**src/rtl/rr_arbiter_8_pkg.sv**
```systemverilog
// Shared types and helpers for the 8-way round-robin arbiter.
// Requester count is fixed at 8 to match the downstream 8-to-3 encoder.
package arb_pkg;

  localparam int N_REQ = 8;
  localparam int IDX_W = 3;

  typedef enum logic {
    IDLE  = 1'b0,
    GRANT = 1'b1
  } state_t;

  // Next requester index, wrapping from the last requester back to 0.
  function automatic logic [IDX_W-1:0] next_idx(input logic [IDX_W-1:0] idx);
    return (idx == IDX_W'(N_REQ - 1)) ? '0 : idx + IDX_W'(1);
  endfunction

  function automatic logic [IDX_W-1:0] onehot_to_idx(input logic [N_REQ-1:0] oh);
    logic [IDX_W-1:0] idx;
    idx = '0;
    for (int i = 0; i < N_REQ; i++) begin
      if (oh[i]) idx = idx | IDX_W'(i);
    end
    return idx;
  endfunction

endpackage

```
**src/rtl/rr_arbiter_8_if.sv**
```systemverilog
// Request/grant bundle between the requesters (master) and the arbiter (slave).
interface rr_arbiter_8_if #(
  parameter int N        = 8,
  parameter int MAX_HOLD = 16
);
  localparam int CNT_W = $clog2(MAX_HOLD + 1);

  logic [N-1:0]     req;
  logic [N-1:0]     grant;
  logic             grant_valid;
  logic [CNT_W-1:0] hold_cnt;

  modport master (output req, input grant, grant_valid, hold_cnt);
  modport slave  (input req, output grant, grant_valid, hold_cnt);
endinterface

```
**src/rtl/rr_arbiter_8_pick.sv**
```systemverilog
// Combinational rotating-priority picker: first set bit of req at or after ptr,
// ascending with wrap, returned one-hot.
module rr_pick #(
  parameter int N     = arb_pkg::N_REQ,
  parameter int IDX_W = arb_pkg::IDX_W
) (
  input  logic [N-1:0]     req,
  input  logic [IDX_W-1:0] ptr,
  output logic [N-1:0]     win,
  output logic             any
);

  logic [N-1:0] rot;
  logic [N-1:0] rot_win;

  // Rotate so ptr lands at bit 0, isolate the lowest set bit, rotate back.
  always_comb begin
    rot = '0;
    for (int j = 0; j < N; j++) begin
      rot[j] = req[IDX_W'((j + int'(ptr)) % N)];
    end
    rot_win = rot & (~rot + N'(1));
    win = '0;
    for (int j = 0; j < N; j++) begin
      win[IDX_W'((j + int'(ptr)) % N)] = rot_win[j];
    end
  end

  assign any = |req;

endmodule

```
**src/rtl/rr_arbiter_8.sv**
```systemverilog
// Round-robin arbiter, 8 requesters, registered one-hot grant with bounded tenure.
// A release re-arbitrates in the same edge so grants hand off without a bubble.
module rr_arbiter_8
  import arb_pkg::*;
#(
  parameter int N        = N_REQ,
  parameter int MAX_HOLD = 16
) (
  input  logic           clk,
  input  logic           rst,
  rr_arbiter_8_if.slave  bus
);

  localparam int CNT_W = $clog2(MAX_HOLD + 1);

  state_t           state, state_nxt;
  logic [N-1:0]     grant_q, grant_nxt;
  logic             valid_q;
  logic [IDX_W-1:0] gidx, gidx_nxt;
  logic [IDX_W-1:0] ptr, ptr_nxt;
  logic [CNT_W-1:0] cnt, cnt_nxt;

  logic [N-1:0]     pick_req;
  logic [IDX_W-1:0] pick_ptr;
  logic [N-1:0]     win;
  logic             any;
  logic             release_g;

  // While granting, the picker only matters on release: it searches past the
  // current owner with the owner's own request masked off.
  assign pick_req = (state == GRANT) ? (bus.req & ~grant_q) : bus.req;
  assign pick_ptr = (state == GRANT) ? next_idx(gidx) : ptr;

  rr_pick #(
    .N     (N),
    .IDX_W (IDX_W)
  ) u_pick (
    .req (pick_req),
    .ptr (pick_ptr),
    .win (win),
    .any (any)
  );

  assign release_g = (state == GRANT) &&
                     (!bus.req[gidx] || (cnt == CNT_W'(MAX_HOLD - 1)));

  always_comb begin
    // NOTE: every output of this block gets a default first, so no path can
    // leave one unassigned and infer a latch.
    state_nxt = state;
    grant_nxt = grant_q;
    gidx_nxt  = gidx;
    ptr_nxt   = ptr;
    cnt_nxt   = cnt;

    unique case (state)
      IDLE: begin
        if (any) begin
          state_nxt = GRANT;
          grant_nxt = win;
          gidx_nxt  = onehot_to_idx(win);
          cnt_nxt   = '0;
        end
      end
      GRANT: begin
        if (release_g) begin
          ptr_nxt = pick_ptr;
          cnt_nxt = '0;
          if (any) begin
            grant_nxt = win;
            gidx_nxt  = onehot_to_idx(win);
          end else begin
            state_nxt = IDLE;
            grant_nxt = '0;
          end
        end else begin
          cnt_nxt = cnt + CNT_W'(1);
        end
      end
      default: state_nxt = IDLE;
    endcase
  end

  // NOTE: state registers use non-blocking assignments so every flop samples
  // the pre-edge values, independent of statement order.
  always_ff @(posedge clk) begin
    if (rst) begin
      state   <= IDLE;
      grant_q <= '0;
      valid_q <= 1'b0;
      gidx    <= '0;
      ptr     <= '0;
      cnt     <= '0;
    end else begin
      state   <= state_nxt;
      grant_q <= grant_nxt;
      valid_q <= |grant_nxt;
      gidx    <= gidx_nxt;
      ptr     <= ptr_nxt;
      cnt     <= cnt_nxt;
    end
  end

  assign bus.grant       = grant_q;
  assign bus.grant_valid = valid_q;
  assign bus.hold_cnt    = cnt;

endmodule

```
**src/flat_wrapper.sv**
```systemverilog
// flat-port wrapper written by rule: the top's interface ports become plain ports
module rr_arbiter_8_flat import arb_pkg::*;
#(
  parameter int N        = N_REQ,
  parameter int MAX_HOLD = 16
)
  (clk, rst, bus_req, bus_grant, bus_grant_valid, bus_hold_cnt);
  rr_arbiter_8_if #(.N(N), .MAX_HOLD(MAX_HOLD)) bus_i ();
  input  logic clk;
  input  logic rst;
  input wire logic [$bits(bus_i.req)-1:0] bus_req;
  output wire logic [$bits(bus_i.grant)-1:0] bus_grant;
  output wire logic [$bits(bus_i.grant_valid)-1:0] bus_grant_valid;
  output wire logic [$bits(bus_i.hold_cnt)-1:0] bus_hold_cnt;
  assign bus_i.req = bus_req;
  assign bus_grant = bus_i.grant;
  assign bus_grant_valid = bus_i.grant_valid;
  assign bus_hold_cnt = bus_i.hold_cnt;
  rr_arbiter_8 #(.N(N), .MAX_HOLD(MAX_HOLD)) u_core (.clk(clk), .rst(rst), .bus(bus_i));
endmodule
```
**config.mk**
```make
export PLATFORM = sky130hd
export DESIGN_NAME = rr_arbiter_8_flat
export DESIGN_NICKNAME = d
export VERILOG_FILES = /design/src/rtl/rr_arbiter_8_pkg.sv /design/src/rtl/rr_arbiter_8_if.sv /design/src/rtl/rr_arbiter_8_pick.sv /design/src/rtl/rr_arbiter_8.sv /design/src/flat_wrapper.sv
export SDC_FILE = /design/constraint.sdc
export NUM_CORES = 1
export LEC_CHECK = 0
export CAP_MARGIN = 20
export CORE_AREA = 2 2 74 76
export DETAILED_ROUTE_END_ITERATION = 16
export DIE_AREA = 0 0 76 78
export GPL_ROUTABILITY_DRIVEN = 0
export HOLD_SLACK_MARGIN = 0.08
export PLACE_DENSITY_LB_ADDON = 0.15
export SLEW_MARGIN = 0
export SYNTH_ARGS = -nofsm -noshare
export SYNTH_HDL_FRONTEND = slang
export SYNTH_SLANG_ARGS = --single-unit
```
**constraint.sdc**
```tcl
create_clock -name clk -period 5.5 [get_ports clk]
set_clock_uncertainty 0.2 [all_clocks]
set_input_delay 1.1 -clock clk [delete_from_list [all_inputs] [get_ports clk]]
set_output_delay 1.1 -clock clk [all_outputs]
set_load 0.005 [all_outputs]
```
==> summary.txt, run 1 <==
Yosys
  – Net Count, Synth: 353
  – Syn avg cell area: 7.86 sq um
  – Post-synthesis register bit count: 21
  – Yosys top cell by area: dfxtp_1
  – Number of flops mapped to enable cells by yosys: 0
  – Cell variety after synth: 73
  – Predominant post-synthesis flop cell: dfxtp_1
  – Mapped Cells: 333
  – Ranking of synthesized cells by area: dfxtp_1, ha_1, nor2_1
  – Share of flip-flops with an asynchronous set or reset: 0%
  – Cell Area, Synth: 2620 sq um
  – YS warnings: 0
  – Area share of the largest cell type after synthesis: 16.1%
  – Sequential area share after synthesis: 16.1%

Routing
  – Vias per inst: 6.93
  – Total Routed Length: 8070 microns
  – Routed len/inst: 19.4 microns
  – DR iter-0 viols: 365
  – Antenna-violating nets left: 0
  – DRC viols: 0
  – Via count: 2883
  – DRT Pass-1 Iters: 5

Timing
  – Unrepaired setup endpoints after global routing: false
  – Final Setup Violations: 0
  – Setup TNS: 0 ps
  – Final Slew Violations: 0
  – Period minus WS final: 5070 ps
  – Hold Fails Final Rpt: 0
  – Worst Tran Pin Value: 777 ps
  – Max Clock Freq: 197 MHz
  – Period utilization: 92.2%
  – Slew margin rel.: 48.0%

Critical path
  – CP Cell Sequence: ha_1 -> ha_1 -> nand3b_2 -> and2_1 -> buf_4 -> inv_2 -> mux4_2 -> nor3b_2 -> nor4_2 -> buf_4 -> o32ai_1 -> nor4_1 -> a311oi_2 -> a2111oi_0 -> a211oi_1
  – Arrival time at the worst endpoint: 4990 ps
  – Slowest CP cell: mux4_2
  – Critical path class: register to register
  – CP required: 5420 ps
  – Reg2reg path depth: 15
  – Critical Path Sink Type: register
  – Buf/Inv on CP: 3
  – Crit path largest cell delay: 680 ps
  – Worst R2R End: u_core.gidx[0]
  – Startpoint type of the worst setup path: register
  – Reg2reg setup slack: 430 ps
  – CP top delay family: simple AND/OR/NAND/NOR gates
  – RR Startpoint: u_core.gidx[1]
  – CP max FO: 11

Cells and area
  – Share of layout cells above drive strength 1: 12.1%
  – Fillcell total: 495
  – Non-filler instance count after layout: 416
  – Sequential Area: 420 sq um
  – Footprint of the multi-input gates: 2030 sq um
  – Core Util, Final: 58.5%
  – Most common cell after layout, fill and taps aside: nor2_1
  – Most frequent cells in the layout: nor2_1, nand2_1, clkdlybuf4s50_1
  – Fin nets: 367
  – Synthesis-to-finish area growth: 12.6%
  – N_diodes: 0

Floorplanning
  – Die height: 78 microns
  – Die footprint: 5930 sq um
  – IO Count: 24
  – Row count: 26
  – Core Area: 5040 sq um
  – Initial Util: 51.9%
  – Chip width: 76 microns

Global routing
  – First-pass GRT wire length: 13400 microns
  – Initial antenna violation count: 0
  – GR Util All Layers: 27.3%
  – Largest net degree at the start of global routing: 29
  – Gr ovfl total: 0
  – Vias in the first global route: 2626

Clocking
  – Clock sinks: 21
  – TritonCTS clock tree: yes
  – Resized Gates After CTS: 0
  – Root Driver: clkbuf_8
  – H-Tree Depth: 1
  – Cts hold-fix bufs: 0
  – TritonCTS Buffers: 3
  – Post-CTS repair timing setup buffer count: 0
  – Clk_lat worst skew: 270 ps
  – Worst-path clk slew: 80 ps
  – Clock Path Buffers: 2

Job
  – Max Cap Viol: 0

Min path
  – Worst min-delay path class: register to register
  – Hold depth: 2
  – Hold EP: u_core.ptr[0]
  – Hold Crit Start: u_core.ptr[0]

Placed design
  – Inst Count DP: 412
  – IO buf count: 23
  – DP HPWL: 6150 microns

Pwr
  – Lkg Pwr: 1.03 nW
  – PD cells: 621 nW/um^2
  – Worst vdd ir: 0.315 mV

Run status
  – Outcome: finished clean
-- final cells by class --
type                       count  share of cell area [%]
clock inverter                 1                   0.255
timing repair buffer          34                    10.6
tap                           70                    2.97
sequential                    21                    14.3
inverter                      13                    1.66
multi-input combinational    274                    68.8
clock buffer                   3                    1.40
-- synthesized netlist by cell type (all sizes together) (4+ instances only) --
cell type,number
a22oi,9
or3,6
a31oi,4
buf,12
xnor2,4
dfxtp,21
a21oi,18
o21ai,9
nand3,9
nor2b,4
o32ai,7
mux2i,9
mux4,7
a211o,5
nand4,7
nor4,11
nand2b,5
nor3b,6
inv,13
and2,5
a211oi,6
clkbuf,13
o221ai,4
nand3b,4
nand2,30
nor3,9
nor2,32
a21boi,7
ha,10
-- metrics by stage --
step                      hold WS, ps  instance area, sq um  total power, mW  setup WS, ps
after floorplan                   237                  2620             1.30           249
after global placement            244                  2900             1.68           242
after detailed placement          249                  2900             1.68           239
after CTS                         260                  2950             1.79           494
after global routing              285                  2950             1.97          95.2
final                             260                  2950             1.83           431
-- state kept, by name, indices dropped and copies added, names as in the netlist --
register and cells:
u_core.state 1, u_core.bus.grant_valid 1, u_core.bus.grant 8, u_core.bus.hold_cnt 5, u_core.gidx 3, u_core.ptr 3
-- worst min-delay path: cells and delay by family, from the launching register on --
family	cells	cell delay (ps)
AND/OR/NAND/NOR	1	50
AO/OA/AOI/OAI	1	50
flip-flops	1	320
-- layer usage --
layer | up-vias | GRT usage, % | wire, microns
met2 | 178 | 43.9 | 3680
li1 | 1340 | - | -
met1 | 1345 | 38.3 | 3470
met5 | - | 0 | 0
met4 | 0 | 6.00 | 153
met3 | 20 | 5.00 | 769
-- power by group --
part | switching [mW] | total [mW] | internal (mW)
Clock | 0.0565 | 0.108 | 0.0513
Sequential | 0.0439 | 0.235 | 0.191
Combinational | 0.912 | 1.49 | 0.576
Total | 1.01 | 1.83 | 0.818
-- logic make-up after synthesis --
| family | count (synthesis) | share of synthesized area [%] |
|---|---|---|
| simple gates | 136 | 28.4 |
| compound gates | 106 | 32.2 |
| buf+inv | 38 | 6.41 |
| flops | 21 | 16.1 |
| mux | 18 | 10.8 |
| fa+ha+maj | 10 | 4.78 |
| xor+xnor | 4 | 1.34 |
-- how the worst max path moves through the flow --
| stage | from | end | slack, ps | cells after the start |
|---|---|---|---|---|
| after floorplan | u_core.gidx[0] | u_core.gidx[0] | 250 | 21 |
| after global placement | bus_req[6] | u_core.gidx[0] | 240 | 11 |
| after detailed placement | bus_req[6] | u_core.gidx[0] | 240 | 11 |
| after CTS | u_core.gidx[1] | u_core.gidx[0] | 490 | 14 |
| after global routing | u_core.gidx[1] | u_core.gidx[0] | 100 | 15 |
| final | u_core.gidx[1] | u_core.gidx[0] | 430 | 15 |
(Power assumes the default switching activity.)
==> inputs of run 2 (changes only) <==
CELL_PAD_IN_SITES_DETAIL_PLACEMENT = 0   (was not set)
CELL_PAD_IN_SITES_GLOBAL_PLACEMENT = 1   (was not set)
CORE_AREA = 2 2 84 86   (was 2 2 74 76)
DIE_AREA = 0 0 86 88   (was 0 0 76 78)
==> summary.txt, run 2 (synthesis results as in run 1) <==
Critical path
  – Arrival time at the worst endpoint: 4930 ps (-60 ps)
  – CP max FO: 19 (+8)
  – Crit path largest cell delay: 670 ps (about the same)
  – Critical Path Sink Type: register
  – Startpoint type of the worst setup path: register
  – CP required: 5410 ps (about the same)
  – Critical path class: register to register
  – CP Cell Sequence: ha_1 -> ha_1 -> or3b_1 -> and2_4 -> buf_4 -> inv_2 -> mux4_2 -> nor3b_2 -> o41ai_4 -> o211ai_1 -> o211a_1 -> a311o_1 -> a2111oi_0 -> a211oi_1
  – Slowest CP cell: o41ai_4
  – Most used cell, CP: ha_1

Pwr
  – Combinational power share: 82.0% (+0.7 points)
  – Flop pwr share: 12.4% (-0.4 points)
  – Lkg Pwr: 1.08 nW (+4.7%)
  – Design internal power: 0.838 mW (+2.4%)
  – Clock power share: 5.5% (-0.4 points)
  – Psw: 1.04 mW (+2.9%)
  – PD cells: 621 nW/um^2 (about the same)
  – Worst vdd ir: 0.225 mV (-29%)
  – Switching Fraction: 55.4% (+0.11 points)

Global routing
  – Gr ovfl total: 0 (unchanged)
  – Largest net degree at the start of global routing: 23 (-21%)
  – Vias in the first global route: 2697 (+2.7%)
  – Initial antenna violation count: 0 (unchanged)
  – First-pass GRT wire length: 14400 microns (+7.7%)
  – GR Util All Layers: 24.0% (-3.3 points)

Floorplanning
  – IO Count: 24 (unchanged)
  – Die footprint: 7570 sq um (+28%)
  – Die height: 88 microns (+13%)
  – Core Area: 6640 sq um (+32%)
  – Initial Util: 39.4% (-13 points)
  – Row count: 30 (+15%)
  – Chip width: 86 microns (+13%)

Routing
  – Vias per inst: 6.62 (-4.5%)
  – DRT Pass-1 Iters: 5 (unchanged)
  – Via count: 2878 (-0.17%)
  – Routed len/inst: 20.4 microns (+5.4%)
  – Total Routed Length: 8900 microns (+10%)
  – DR iter-0 viols: 342 (-6.3%)
  – Antenna-violating nets left: 0 (unchanged)
  – DRC viols: 0 (unchanged)

Clocking
  – Resized Gates After CTS: 0 (unchanged)
  – Clk_lat worst skew: 260 ps (about the same)
  – Clock Path Buffers: 2 (unchanged)
  – Cts hold-fix bufs: 0 (unchanged)
  – Worst-path clk slew: 80 ps (about the same)
  – Root Driver: clkbuf_8
  – Post-CTS repair timing setup buffer count: 0 (unchanged)
  – H-Tree Depth: 1 (unchanged)
  – TritonCTS Buffers: 3 (unchanged)
  – Clock sinks: 21 (unchanged)
  – TritonCTS clock tree: yes

Timing
  – Slew margin rel.: 48.1% (about the same)
  – Worst Tran Pin Value: 777 ps (-0.419 ps)
  – Max Clock Freq: 199 MHz (+0.96%)
  – Final Setup Violations: 0 (unchanged)
  – Final Slew Violations: 0 (unchanged)
  – Unrepaired setup endpoints after global routing: false
  – Setup TNS: 0 ps (unchanged)
  – Hold Fails Final Rpt: 0 (unchanged)
  – Period minus WS final: 5020 ps (-48.2 ps)
  – Period utilization: 91.3% (-0.88 points)

Cells and area
  – Max reg flops: 8 (unchanged)
  – Most frequent cells in the layout: nor2_1, nand2_1, clkdlybuf4s50_1
  – Core Util, Final: 45.5% (-13 points)
  – Most common cell after layout, fill and taps aside: nor2_1
  – Fin nets: 376 (+2.5%)
  – Synthesis-to-finish area growth: 15.6%
  – Fillcell total: 676 (+37%)
  – N_diodes: 0 (unchanged)
  – Share of layout cells above drive strength 1: 14.4% (+2.2 points)

Job
  – Max Cap Viol: 0 (unchanged)

Run status
  – Outcome: finished clean

Placed design
  – IO buf count: 23 (unchanged)
  – DP HPWL: 6640 microns (+7.9%)

Min path
  – Worst min-delay path class: register to register
[run 2: cell types whose count changed in the layout (fill, tap and decap cells not counted)]
cell	before	now
clkinvlp_4	1	0
buf_4	11	20
clkinv_2	0	1
[run 2: area by class of cell]
type / count / area [sq um] / area share (%)
inverters: 13 / 48.8 / 1.61
well taps: 80 / 100 / 3.31
clock buffers: 3 / 41.3 / 1.36
multi-input cells: 274 / 2030 / 67.1
flip-flops and latches: 21 / 420 / 13.9
clock inverters: 1 / 5.00 / 0.165
repair buffers: 43 / 380 / 12.6
[run 2: power groups by stage]
stage	Sequential, mW	Combinational [mW]	Clock, mW
floorplan	0.226	1.08	0
global placement	0.239	1.52	0
detailed placement	0.237	1.50	0
CTS	0.234	1.51	0.108
global route	0.237	1.66	0.114
finish	0.234	1.54	0.104
[run 2: path summary, 6_finish.rpt]
check                           slack (ps)        endpoint            from  cells after the start
worst max-delay path                   480  u_core.gidx[0]  u_core.gidx[0]                     14
worst min-delay path                   260   u_core.ptr[1]   u_core.ptr[1]                      2
worst max register to register         480  u_core.gidx[0]  u_core.gidx[0]                     14
worst min register to register         260   u_core.ptr[1]   u_core.ptr[1]                      2
[run 2: per-layer routing]
metal,GRT usage [%],wire length [microns]
met4,6.35,167
met2,40.7,4100
met1,32.9,4100
met5,0,0
met3,2.17,521
[run 2: through the flow]
stage | worst slack, ps | area [sq um] | power [mW] | hold WS, ps | std cells
final | 479 | 3030 | 1.88 | 260 | 435
after floorplan | 249 | 2620 | 1.30 | 237 | 333
after detailed placement | 481 | 2980 | 1.73 | 253 | 431
after global placement | 555 | 2980 | 1.76 | 248 | 431
after global routing | 191 | 3030 | 2.01 | 296 | 435
after CTS | 529 | 3030 | 1.85 | 265 | 435
[run 2: critical path: cells and delay by family, from the launching register on]
kind	cells	cell delay (ps)
compound gates	6	1970
mux	1	500
buf+inv	2	500
flops	1	350
fa+ha+maj	2	410
simple gates	3	940
